===== src/rtl/icosoc_triggerrec_packer.sv =====
// Packs 64-bit trigger-recorder events into a delta-timestamp-coded 32-bit stream:
// short form (one word) when the delta fits, otherwise long form (two words, absolute ts).
module icosoc_triggerrec_packer #(
  parameter int unsigned DELTA_BITS  = 15,
  parameter int unsigned RESYNC_EVTS = 256
) (
  input  logic        clk,
  input  logic        reset,
  input  logic        in_valid,
  input  logic [63:0] in_data,
  output logic        in_ready,
  input  logic        resync,
  output logic        out_valid,
  output logic [31:0] out_data,
  input  logic        out_ready,
  output logic [31:0] stat_evts,
  output logic [31:0] stat_long
);

  localparam int unsigned TS_W  = 47;
  localparam int unsigned IO_W  = 16;
  localparam int unsigned CNT_W = $clog2(RESYNC_EVTS) + 1;

  typedef enum logic {
    IDLE,
    LONG2
  } state_e;

  state_e            state_q, state_d;
  logic              out_valid_q, out_valid_d;
  logic [31:0]       out_data_q, out_data_d;
  logic [31:0]       word1_q, word1_d;
  logic [TS_W-1:0]   prev_ts_q, prev_ts_d;
  logic              force_long_q, force_long_d;
  logic [CNT_W-1:0]  resync_cnt_q, resync_cnt_d;
  logic [31:0]       stat_evts_q, stat_evts_d;
  logic [31:0]       stat_long_q, stat_long_d;

  logic [TS_W-1:0]   ts;
  logic [IO_W-1:0]   io;
  logic [TS_W-1:0]   delta;
  logic              short_ok;
  logic              in_ready_c;
  logic              consume;
  logic              unused_flag;

  assign ts          = in_data[TS_W-1:0];
  assign io          = in_data[63:48];
  assign unused_flag = in_data[47];
  assign delta       = ts - prev_ts_q;

  // A backwards timestamp or an oversize delta can only be carried in long form.
  assign short_ok = !force_long_q
                 && (resync_cnt_q < CNT_W'(RESYNC_EVTS - 1))
                 && (ts >= prev_ts_q)
                 && (delta[TS_W-1:DELTA_BITS] == '0);

  assign in_ready_c = !reset && (state_q == IDLE) && (!out_valid_q || out_ready);
  assign consume    = in_valid && in_ready_c;

  assign in_ready  = in_ready_c;
  assign out_valid = out_valid_q;
  assign out_data  = out_data_q;
  assign stat_evts = stat_evts_q;
  assign stat_long = stat_long_q;

  // Next-state and datapath.
  always_comb begin
    state_d      = state_q;
    out_valid_d  = out_valid_q;
    out_data_d   = out_data_q;
    word1_d      = word1_q;
    prev_ts_d    = prev_ts_q;
    force_long_d = force_long_q;
    resync_cnt_d = resync_cnt_q;
    stat_evts_d  = stat_evts_q;
    stat_long_d  = stat_long_q;

    unique case (state_q)
      IDLE: begin
        if (consume) begin
          out_valid_d  = 1'b1;
          prev_ts_d    = ts;
          stat_evts_d  = stat_evts_q + 32'd1;
          force_long_d = 1'b0;
          if (short_ok) begin
            out_data_d   = {1'b0, delta[DELTA_BITS-1:0], io};
            resync_cnt_d = resync_cnt_q + CNT_W'(1);
          end else begin
            out_data_d   = {1'b1, ts[46:32], io};
            word1_d      = ts[31:0];
            resync_cnt_d = '0;
            stat_long_d  = stat_long_q + 32'd1;
            state_d      = LONG2;
          end
        end else if (out_valid_q && out_ready) begin
          out_valid_d = 1'b0;
        end
      end
      LONG2: begin
        if (out_valid_q && out_ready) begin
          out_data_d = word1_q;
          state_d    = IDLE;
        end
      end
      default: state_d = IDLE;
    endcase

    // A resync arriving with a consume applies to the following event.
    if (resync) begin
      force_long_d = 1'b1;
    end
  end

  always_ff @(posedge clk or posedge reset) begin
    if (reset) begin
      state_q      <= IDLE;
      out_valid_q  <= 1'b0;
      out_data_q   <= '0;
      word1_q      <= '0;
      prev_ts_q    <= '0;
      force_long_q <= 1'b1;
      resync_cnt_q <= '0;
      stat_evts_q  <= '0;
      stat_long_q  <= '0;
    end else begin
      state_q      <= state_d;
      out_valid_q  <= out_valid_d;
      out_data_q   <= out_data_d;
      word1_q      <= word1_d;
      prev_ts_q    <= prev_ts_d;
      force_long_q <= force_long_d;
      resync_cnt_q <= resync_cnt_d;
      stat_evts_q  <= stat_evts_d;
      stat_long_q  <= stat_long_d;
    end
  end

endmodule

===== config.mk =====
export PLATFORM = sky130hd
export DESIGN_NAME = icosoc_triggerrec_packer
export DESIGN_NICKNAME = d
export VERILOG_FILES = /design/src/rtl/icosoc_triggerrec_packer.sv
export SDC_FILE = /design/constraint.sdc
export NUM_CORES = 1
export LEC_CHECK = 0
export ABC_AREA = 1
export BUFFER_PORTS_ARGS = -buffer_cell sky130_fd_sc_hd__buf_4
export CAP_MARGIN = 20
export CORE_MARGIN = 2
export CORE_UTILIZATION = 40
export DETAILED_ROUTE_END_ITERATION = 10
export GPL_ROUTABILITY_DRIVEN = 0
export GPL_TIMING_DRIVEN = 0
export PLACE_DENSITY_LB_ADDON = 0.12
export SYNTH_ARGS = -nofsm -noshare
export SYNTH_HDL_FRONTEND = slang
export SYNTH_SLANG_ARGS = --single-unit

===== constraint.sdc =====
create_clock -name clk -period 12.3 [get_ports clk]
set_input_delay 1.23 -clock clk [delete_from_list [all_inputs] [get_ports clk]]
set_output_delay 1.23 -clock clk [all_outputs]
set_load 0.005 [all_outputs]

# Word level (Yosys, flattened, before mapping)

Index checks and enable logic that the tools add are counted.

Flip-flop bits (word level): 187
Memory bits (read-only): 0
Memories kept: 0
Latch bits: 0
Input port bits: 69
RAM bits: 0

Bitwise gates (word level): 2
Eq/ne operators: 3
Add/subtract/negate cells: 4
Muxes and demuxes: 14
Reduce and logical (&&, ||, !) cells: 19
$lt $le $gt $ge: 2
Multipliers: 0
Div/mod/pow operators: 0
Shifts and indexed selects: 0

Operator list:

| cell                                                                 | number |
|---|---|
| 32-bit 2-to-1 mux                                                    | 3 |
| 32-bit by 1-bit adder with 32-bit output, second input constant      | 2 |
| 32-bit case mux with 2 select lines                                  | 1 |
| 47-bit >= comparator                                                 | 1 |
| 47-bit subtractor                                                    | 1 |
| 32-bit zero test                                                     | 1 |
| 9-bit by 1-bit adder with 9-bit output, second input constant        | 1 |
| 9-bit by 8-bit < comparator with 1-bit output, second input constant | 1 |
| 9-bit 2-to-1 mux                                                     | 1 |
| 1-bit 2-to-1 mux                                                     | 8 |
| 2-bit AND reduction                                                  | 4 |
| 1-bit logical AND                                                    | 7 |
| 2-bit != test, second input constant                                 | 2 |
| 2-bit nonzero test                                                   | 2 |
| 1-bit zero test                                                      | 3 |
| 3-bit AND reduction                                                  | 1 |
| 2-bit by 1-bit != test with 1-bit output, second input constant      | 1 |
| 1-bit inverter                                                       | 2 |
| 1-bit case mux with 2 select lines                                   | 1 |
| 1-bit logical OR                                                     | 1 |

# Depth between registers and ports, before layout

Gate-level depths: netlist of run 1.

Depth after elaboration: 7
Depth in mapped cells: 26

# Worst setup path before layout of run 1

No wires, ideal clock.

Kind: input to register
From: input port in_data[0]
To: register stat_long_q[11] (netlist: stat_long[11])
Path buffers: 1
Setup slack: 8.578 ns
Arrival time: 3.605 ns
Stages on the path: 23
Setup time: 0.117 ns
Path through: inv_1 > ha_1 > inv_1 > fa_1 > nand2_1 > nand2_1 > nand3_1 > nand2_1 > nand2_1 > nand2_1 > nand2_1 > nand3b_1 > nand2_1 > nand3_1 > nor2_1 > nand3_1 > nor2_4 > nand2_4 > nand2_4 > inv_6 > buf_4 > nand2_1 > nand2_1

Word-level cells in the longest chain between the ends: 5

RTL lines:

| what                                                      | RTL line | text |
|---|---|---|
| start: declaration                                        | 10       | `input logic [63:0] in_data,` |
| 47-bit subtractor or 47-bit >= comparator (tied branches) | 50, 55   |  |
| 32-bit zero test or 1-bit logical AND (tied branches)     | 56, 55   |  |
| 1-bit logical AND *                                       | 56       | `&& (delta[TS_W-1:DELTA_BITS] == '0);` |
| 1-bit inverter (no line) *                                | n/a      |  |
| 3-bit AND reduction (no line) *                           | n/a      |  |
| end signal: assignment                                    | 135      | `stat_long_q <= stat_long_d;` |
| end: declaration                                          | 37       | `logic [31:0] stat_long_q, stat_long_d;` |

Every way passes the cells marked *; elsewhere a longest branch is shown, timed or not.
A chain may end at the register's enable or synchronous reset.

# Worst setup path in the final report of run 1

From: input port in_data[0]
To: register stat_long_q[27] (netlist: stat_long[27])

The elaborated chain is that of the path after synthesis.

==> results of run 1 <==
## power groups by stage
stage / logic, W / registers [W] / clock network, W
after CTS: 0.0000963 / 0.000614 / 0.000559
after detailed placement: 0.0000958 / 0.000626 / 0
after global placement: 0.0000944 / 0.000627 / 0
final: 0.0000960 / 0.000615 / 0.000544
after floorplan: 0.0000490 / 0.000627 / 0
after global routing: 0.000106 / 0.000614 / 0.000583
## cells in the mapped netlist, drive strengths merged, types with 19 or more instances
cell type,count
nand2,850
inv,328
xnor2,26
nor3,26
o21ai,68
a31oi,19
dfrtp,186
nor2,205
nand4,30
xor2,34
a21oi,44
ha,50
nand3,108
clkbuf,22
nand3b,20
## logic make-up (layout without fill, tap and decap cells)
| kind of cell | after synthesis | count (layout) | synth area share, % |
|---|---|---|---|
| adders and majority gates | 51 | 51 | 4.88 |
| buffers and inverters | 368 | 566 | 11.0 |
| DFF | 187 | 187 | 35.4 |
| xor gates and xnor gates | 60 | 60 | 3.98 |
| and+or+nand+nor | 1258 | 1258 | 38.9 |
| AOI/OAI and AO/OA | 142 | 142 | 5.76 |
## layout make-up
class                      instances  share of cell area (%)
clock inverter                    13                   0.753
inverter                         329                    7.99
tap                              442                    3.54
multi-input combinational       1511                    45.3
timing repair buffer             166                    8.11
buffer                            39                    1.39
sequential                       187                    30.0
clock buffer                      19                    2.90
## flip-flops by register name, summed over array words and instances, names as in the netlist
register	flops
force_long_q	1
out_data	32
out_valid	1
prev_ts_q	47
resync_cnt_q	9
stat_evts	32
stat_long	32
state_q	1
word1_q	32
## metal layers
metal | routed length (um) | vias to the layer above | GRT usage (%) | share of wire [%]
met1 | 19500 | 6167 | 34.1 | 46
met4 | 1090 | 0 | 8.22 | 2.6
li1 | - | 6725 | - | -
met3 | 2320 | 47 | 3.54 | 5.5
met2 | 19200 | 397 | 40.9 | 46
met5 | 0 | - | 0 | 0
## through the flow
step           std cells  worst slack [ns]  cell area (um2)
2_1_floorplan       2066              5.99            13200
4_1_cts             2706              8.00            15600
6_report            2706              7.98            15600
5_1_grt             2706              7.73            15600
3_3_place_gp        2673              3.48            15000
3_5_place_dp        2674              7.51            15000
## worst min path at each step
stage,startpoint,to,slack (ns),cells past startpoint
6_report,stat_evts[31]$_DFFE_PP0P_,stat_evts[31]$_DFFE_PP0P_,0.46,1
5_1_grt,stat_evts[31]$_DFFE_PP0P_,stat_evts[31]$_DFFE_PP0P_,0.49,1
4_1_cts,stat_evts[31]$_DFFE_PP0P_,stat_evts[31]$_DFFE_PP0P_,0.47,1
3_5_place_dp,stat_evts[31]$_DFFE_PP0P_,stat_evts[31]$_DFFE_PP0P_,0.46,1
3_3_place_gp,stat_evts[31]$_DFFE_PP0P_,stat_evts[31]$_DFFE_PP0P_,0.46,1
2_1_floorplan,word1_q[20]$_DFFE_PP0P_,word1_q[20]$_DFFE_PP0P_,0.45,2
==> metrics, run 1 <==
port bufs=roughly 170; sequential cell area fraction in the yosys report=35.4%; worst r2r dst=stat_long[27]$_DFFE_PP0P_; combinational share of power=approximately 7.6%; # resized after CTS=0; worst setup path startpoint=in_data[0]; predominant post-synthesis flop cell=dfrtp_1; area of the multi-input gates=between 7000 and 8000 um2; FILL cells=3424; FF+latch area=4680 um2; most common cell after layout, fill and taps aside=nand2_1; total power=0.00125 W; critical path data arrival time=~4.7 ns; Cell Chain, Critical Path=buf_4, inv_1, ha_1, inv_1, fa_1, nand2_1, nand2_1, nand3_1, nand2_1, nand2_1, nand2_1, nand2_1, nand3b_1, nand2_1, nand3_1, nor2_1, nand2_1, nor2_4, nand2_4, nand2_4, inv_6, buf_4, nand2_1, nand2_1; WHS=~0.46 ns; flop2flop setup slack=~8.7 ns; setup TNS=0 ns; Core ar.=32500 um2; CTS sink count=187; FFs w/ async S/R, synth=100%; NetSw=around 0.00032 W; vias in the first global route=12400; Seq pwr share=between 40% and 50%; CP delay by family, top=simple AND/OR/NAND/NOR gates; Reg-to-Reg Start=prev_ts_q[8]$_DFFE_PP0P_; worst slew pin tran=0.989 ns; CTS root buf=clkbuf_16; io pins=167; WP buf/inv=5; status=finished, final reports clean; hold crit path type=reg2reg; clk_lat worst skew=0.45 ns; final hold viol count=0; Fmax=232 MHz; placed wire-length estimate=34200 um; most used cell, CP=nand2_1; Layout area overhead=18.1%; antenna diode count=0; maxcap violations=0; Slew Limit Fails=0; power per cell area=80.4 nW/um2; commonest non-fill, non-tap cells in the layout=nand2_1 (847), inv_1 (322), nor2_1 (199); top-area cell type share of the netlist area=35.2%; final WL=42100 um; vias per inst=4.93; Yosys warnings=0; H-tree depth=4; syn_nets=approximately 2200; Leak=8.77 nW; worst setup path class=in2reg; area leader, netlist=dfrtp_1; synth unique cells=41; Clk pwr share=43.4%; drt drc=0; Clk pin slew, worst setup/hold paths=0.07 ns; critical path endpoint category=register; slowest CP cell=fa_1; initial antenna violation count=0; Global Route Usage Sum=25.0%; number of synthesized flops with an enable pin=0; cell row count=66; Die Ht=186 um; die area=34500 um2; Synth area leaders=dfrtp_1 (35%), nand2_1 (24%), inv_1 (9.2%); switching part of the total=25.3%; starting density of the core=40.6%; Syn Area/Cell=between 6 and 7 um2; internal power=between 0.0009 and 0.001 W; Rel. slew slack=34.1%; die width=186 um; Syn Inst Count=about 2100; Tmin final=4.32 ns; Post-DRT Antenna Nets=0; hold buffers post-CTS=0; TritonCTS clock tree=yes; first-pass GRT wire length=66600 um; CP Launch Type=primary input; Final setup viols=0; Synth Register Bits=187; number of buffers added for setup after CTS=0; Post-Syn Area=13200 um2; grt total ovfl=0; clk_skew=0.0143 ns; Stages on worst setup path=24; CTS Buffer Depth=2; crit path capture=stat_long[27]$_DFFE_PP0P_; crit path max fanout=10; cells on worst reg2reg path=23; initial drt markers=1126; Final nets=2371; share of cells above drive strength 1=10.5%; total CTS buffers=17; Crit path largest cell delay=0.45 ns; final period utilization=35.1%; Final Util=48.0%; VDD IR max=0.0928 mV; via count=13336; drt pass-1 iters=6; largest net degree at the start of global routing=96; DR WL/cell=15.6 um; unrepaired setup endpoints after global routing=no; critical path required time=12.64 ns
Power figures use the tool's default switching activity.
==> inputs of run 2 (changes only) <==
Clock period 12.3 ns to 4.45 ns, I/O delays scaled along.
==> run 2 against run 1 <==
Against the previous run:
- non-clock buffer count increased by 4
- global-route usage decreased by 0.25 points
- flip-flop and latch count unchanged
- critical endpoint is now out_data[22]$_DFFE_PP0P_
- highest routed layer unchanged
==> metrics, run 2 (synthesized netlist as in run 1, its figures left out) <==
status=finished, final reports clean; Fmax=274 MHz; hold buffers post-CTS=0; worst setup path class=reg2reg; Clk pin slew, worst setup/hold paths=0.08 ns; Met3 Wirelength=2600 um; CTS sink count=187; clk_lat worst skew=about 0.45 ns; CP Launch Type=register; first-pass GRT wire length=65600 um; Die Ht=~190 um; total CTS buffers=17; maxcap violations=0; worst slew pin tran=1.00 ns; setup TNS=0 ns; H-tree depth=4; internal power=approximately 0.0025 W; clk_skew=0.0137 ns; Slew Limit Fails=0; critical path data arrival time=3.98 ns; unrepaired setup endpoints after global routing=no; Clk pwr share=42.2%; Final setup viols=0; crit path max fanout=7; initial drt markers=1069; grt total ovfl=0; TritonCTS clock tree=yes; Global Route Usage Sum=24.8%; final period utilization=81.9%; final WL=around 42000 um; hold crit path type=in2async; Post-DRT Antenna Nets=0; PnR worst setup slack=between 0.8 and 0.9 ns; vias in the first global route=12218; critical path required time=4.78 ns; Leak=8.76 nW; io pins=167; Seq pwr share=49.8%; Most flops, register=prev_ts_q; Core ar.=32500 um2; via count=13214; Max Used Layer=met4; drt drc=0; largest net degree at the start of global routing=41; port bufs=165; Final nets=2375; most common cell after layout, fill and taps aside=nand2_1; FILL cells=3519; starting density of the core=roughly two fifths; final hold viol count=0; wl on met1=19100 um; die width=approximately 190 um; pre-CTS setup slack=0.462 ns; die area=34500 um2; placed wire-length estimate=around 35000 um; # resized after CTS=0; critical path endpoint category=register; cell row count=66; worst setup path startpoint=prev_ts_q[12]$_DFFE_PP0P_; antenna diode count=0; vias per inst=4.88; share of cells above drive strength 1=10.5%; CTS Buffer Depth=2; drt pass-1 iters=6; Rel. slew slack=33.1%; DR WL/cell=15.6 um; Layout area overhead=18.4%; max FFs per register=47; Reg-to-Reg Start=prev_ts_q[12]$_DFFE_PP0P_; CTS root buf=clkbuf_16; switching part of the total=25.9%; WL met2=18700 um; commonest non-fill, non-tap cells in the layout=nand2_1 (847), inv_1 (322), nor2_1 (199); Tmin final=3.65 ns; number of buffers added for setup after CTS=0; VDD IR max=about 0.25 mV; power per cell area=218 nW/um2; initial antenna violation count=0; NetSw=around 0.0009 W; combinational share of power=8.0%
## run 2: changes by cell type in the layout (fill, tap and decap cells not counted), sizes merged
cell / previous run / this run
inv: 331 / 332
clkbuf: 41 / 42
clkinvlp: 1 / 5
clkinv: 9 / 4
buf: 183 / 187
bufinv: 1 / 0
## run 2: per-stage QoR
stage | hold slack [ns] | cell area (um2) | instances | util, % | total power, W
6_report | 0.0754 | 15700 | 2710 | 48.1 | 0.00341
4_1_cts | 0.0675 | 15700 | 2710 | 48.1 | 0.00346
5_1_grt | 0.0929 | 15700 | 2710 | 48.1 | 0.00355
3_5_place_dp | 0.464 | 15100 | 2678 | 46.5 | 0.00200
2_1_floorplan | 0.449 | 13200 | 2066 | - | 0.00187
3_3_place_gp | 0.458 | 15000 | 2673 | 46.1 | 0.00199
## run 2: power groups by stage
stage	Clock (W)	Combinational [W]	Sequential, W
after detailed placement	0	0.000273	0.00173
after floorplan	0	0.000136	0.00173
after CTS	0.00149	0.000275	0.00170
after global placement	0	0.000262	0.00173
final	0.00144	0.000274	0.00170
after global routing	0.00155	0.000304	0.00170
## run 2: layout make-up
class	count	area (um2)	share of cell area (%)
Buffer	39	216	1.38
Clock buffer	20	447	2.85
Clock inverter	12	88.8	0.568
Inverter	329	1240	7.95
Multi-Input combinational cell	1511	7080	45.3
Sequential cell	187	4680	29.9
Tap cell	442	553	3.53
Timing Repair Buffer	170	1340	8.55
## run 2: critical path, cell delays in order (launching register included)
cell and delay (ns):
dfrtp_1 0.34, inv_1 0.05, ha_1 0.40, nand2_1 0.14, nor2_1 0.17, inv_1 0.07, nor2_2 0.24, nand3_1 0.12
nand3_1 0.23, nand2_1 0.15, nand3_1 0.11, nand2_1 0.07, nor2_1 0.11, nand2_1 0.10, nor3_1 0.76, nand3_1 0.19
nand3_1 0.20, nand2_1 0.06
## run 2: path summary, 6_finish.rpt
path	endpoint	slack (ns)	cells after the start
hold reg to reg	stat_evts[31]$_DFFE_PP0P_	0.47	1
setup / recovery	out_data[22]$_DFFE_PP0P_	0.80	17
hold / removal	stat_evts[3]$_DFFE_PP0P_	0.08	2
max in group asynchronous	word1_q[24]$_DFFE_PP0P_	3.50	4
min in group clk	force_long_q$_DFFE_PP1P_	0.18	2
setup reg to reg	out_data[22]$_DFFE_PP0P_	0.80	17
## run 2: metal layers
metal | vias to the layer above | GRT usage [%]
li1 | 6734 | -
met1 | 5993 | 33.5
met2 | 414 | 39.6
met3 | 73 | 3.29
met4 | 0 | 11.1
met5 | - | 0
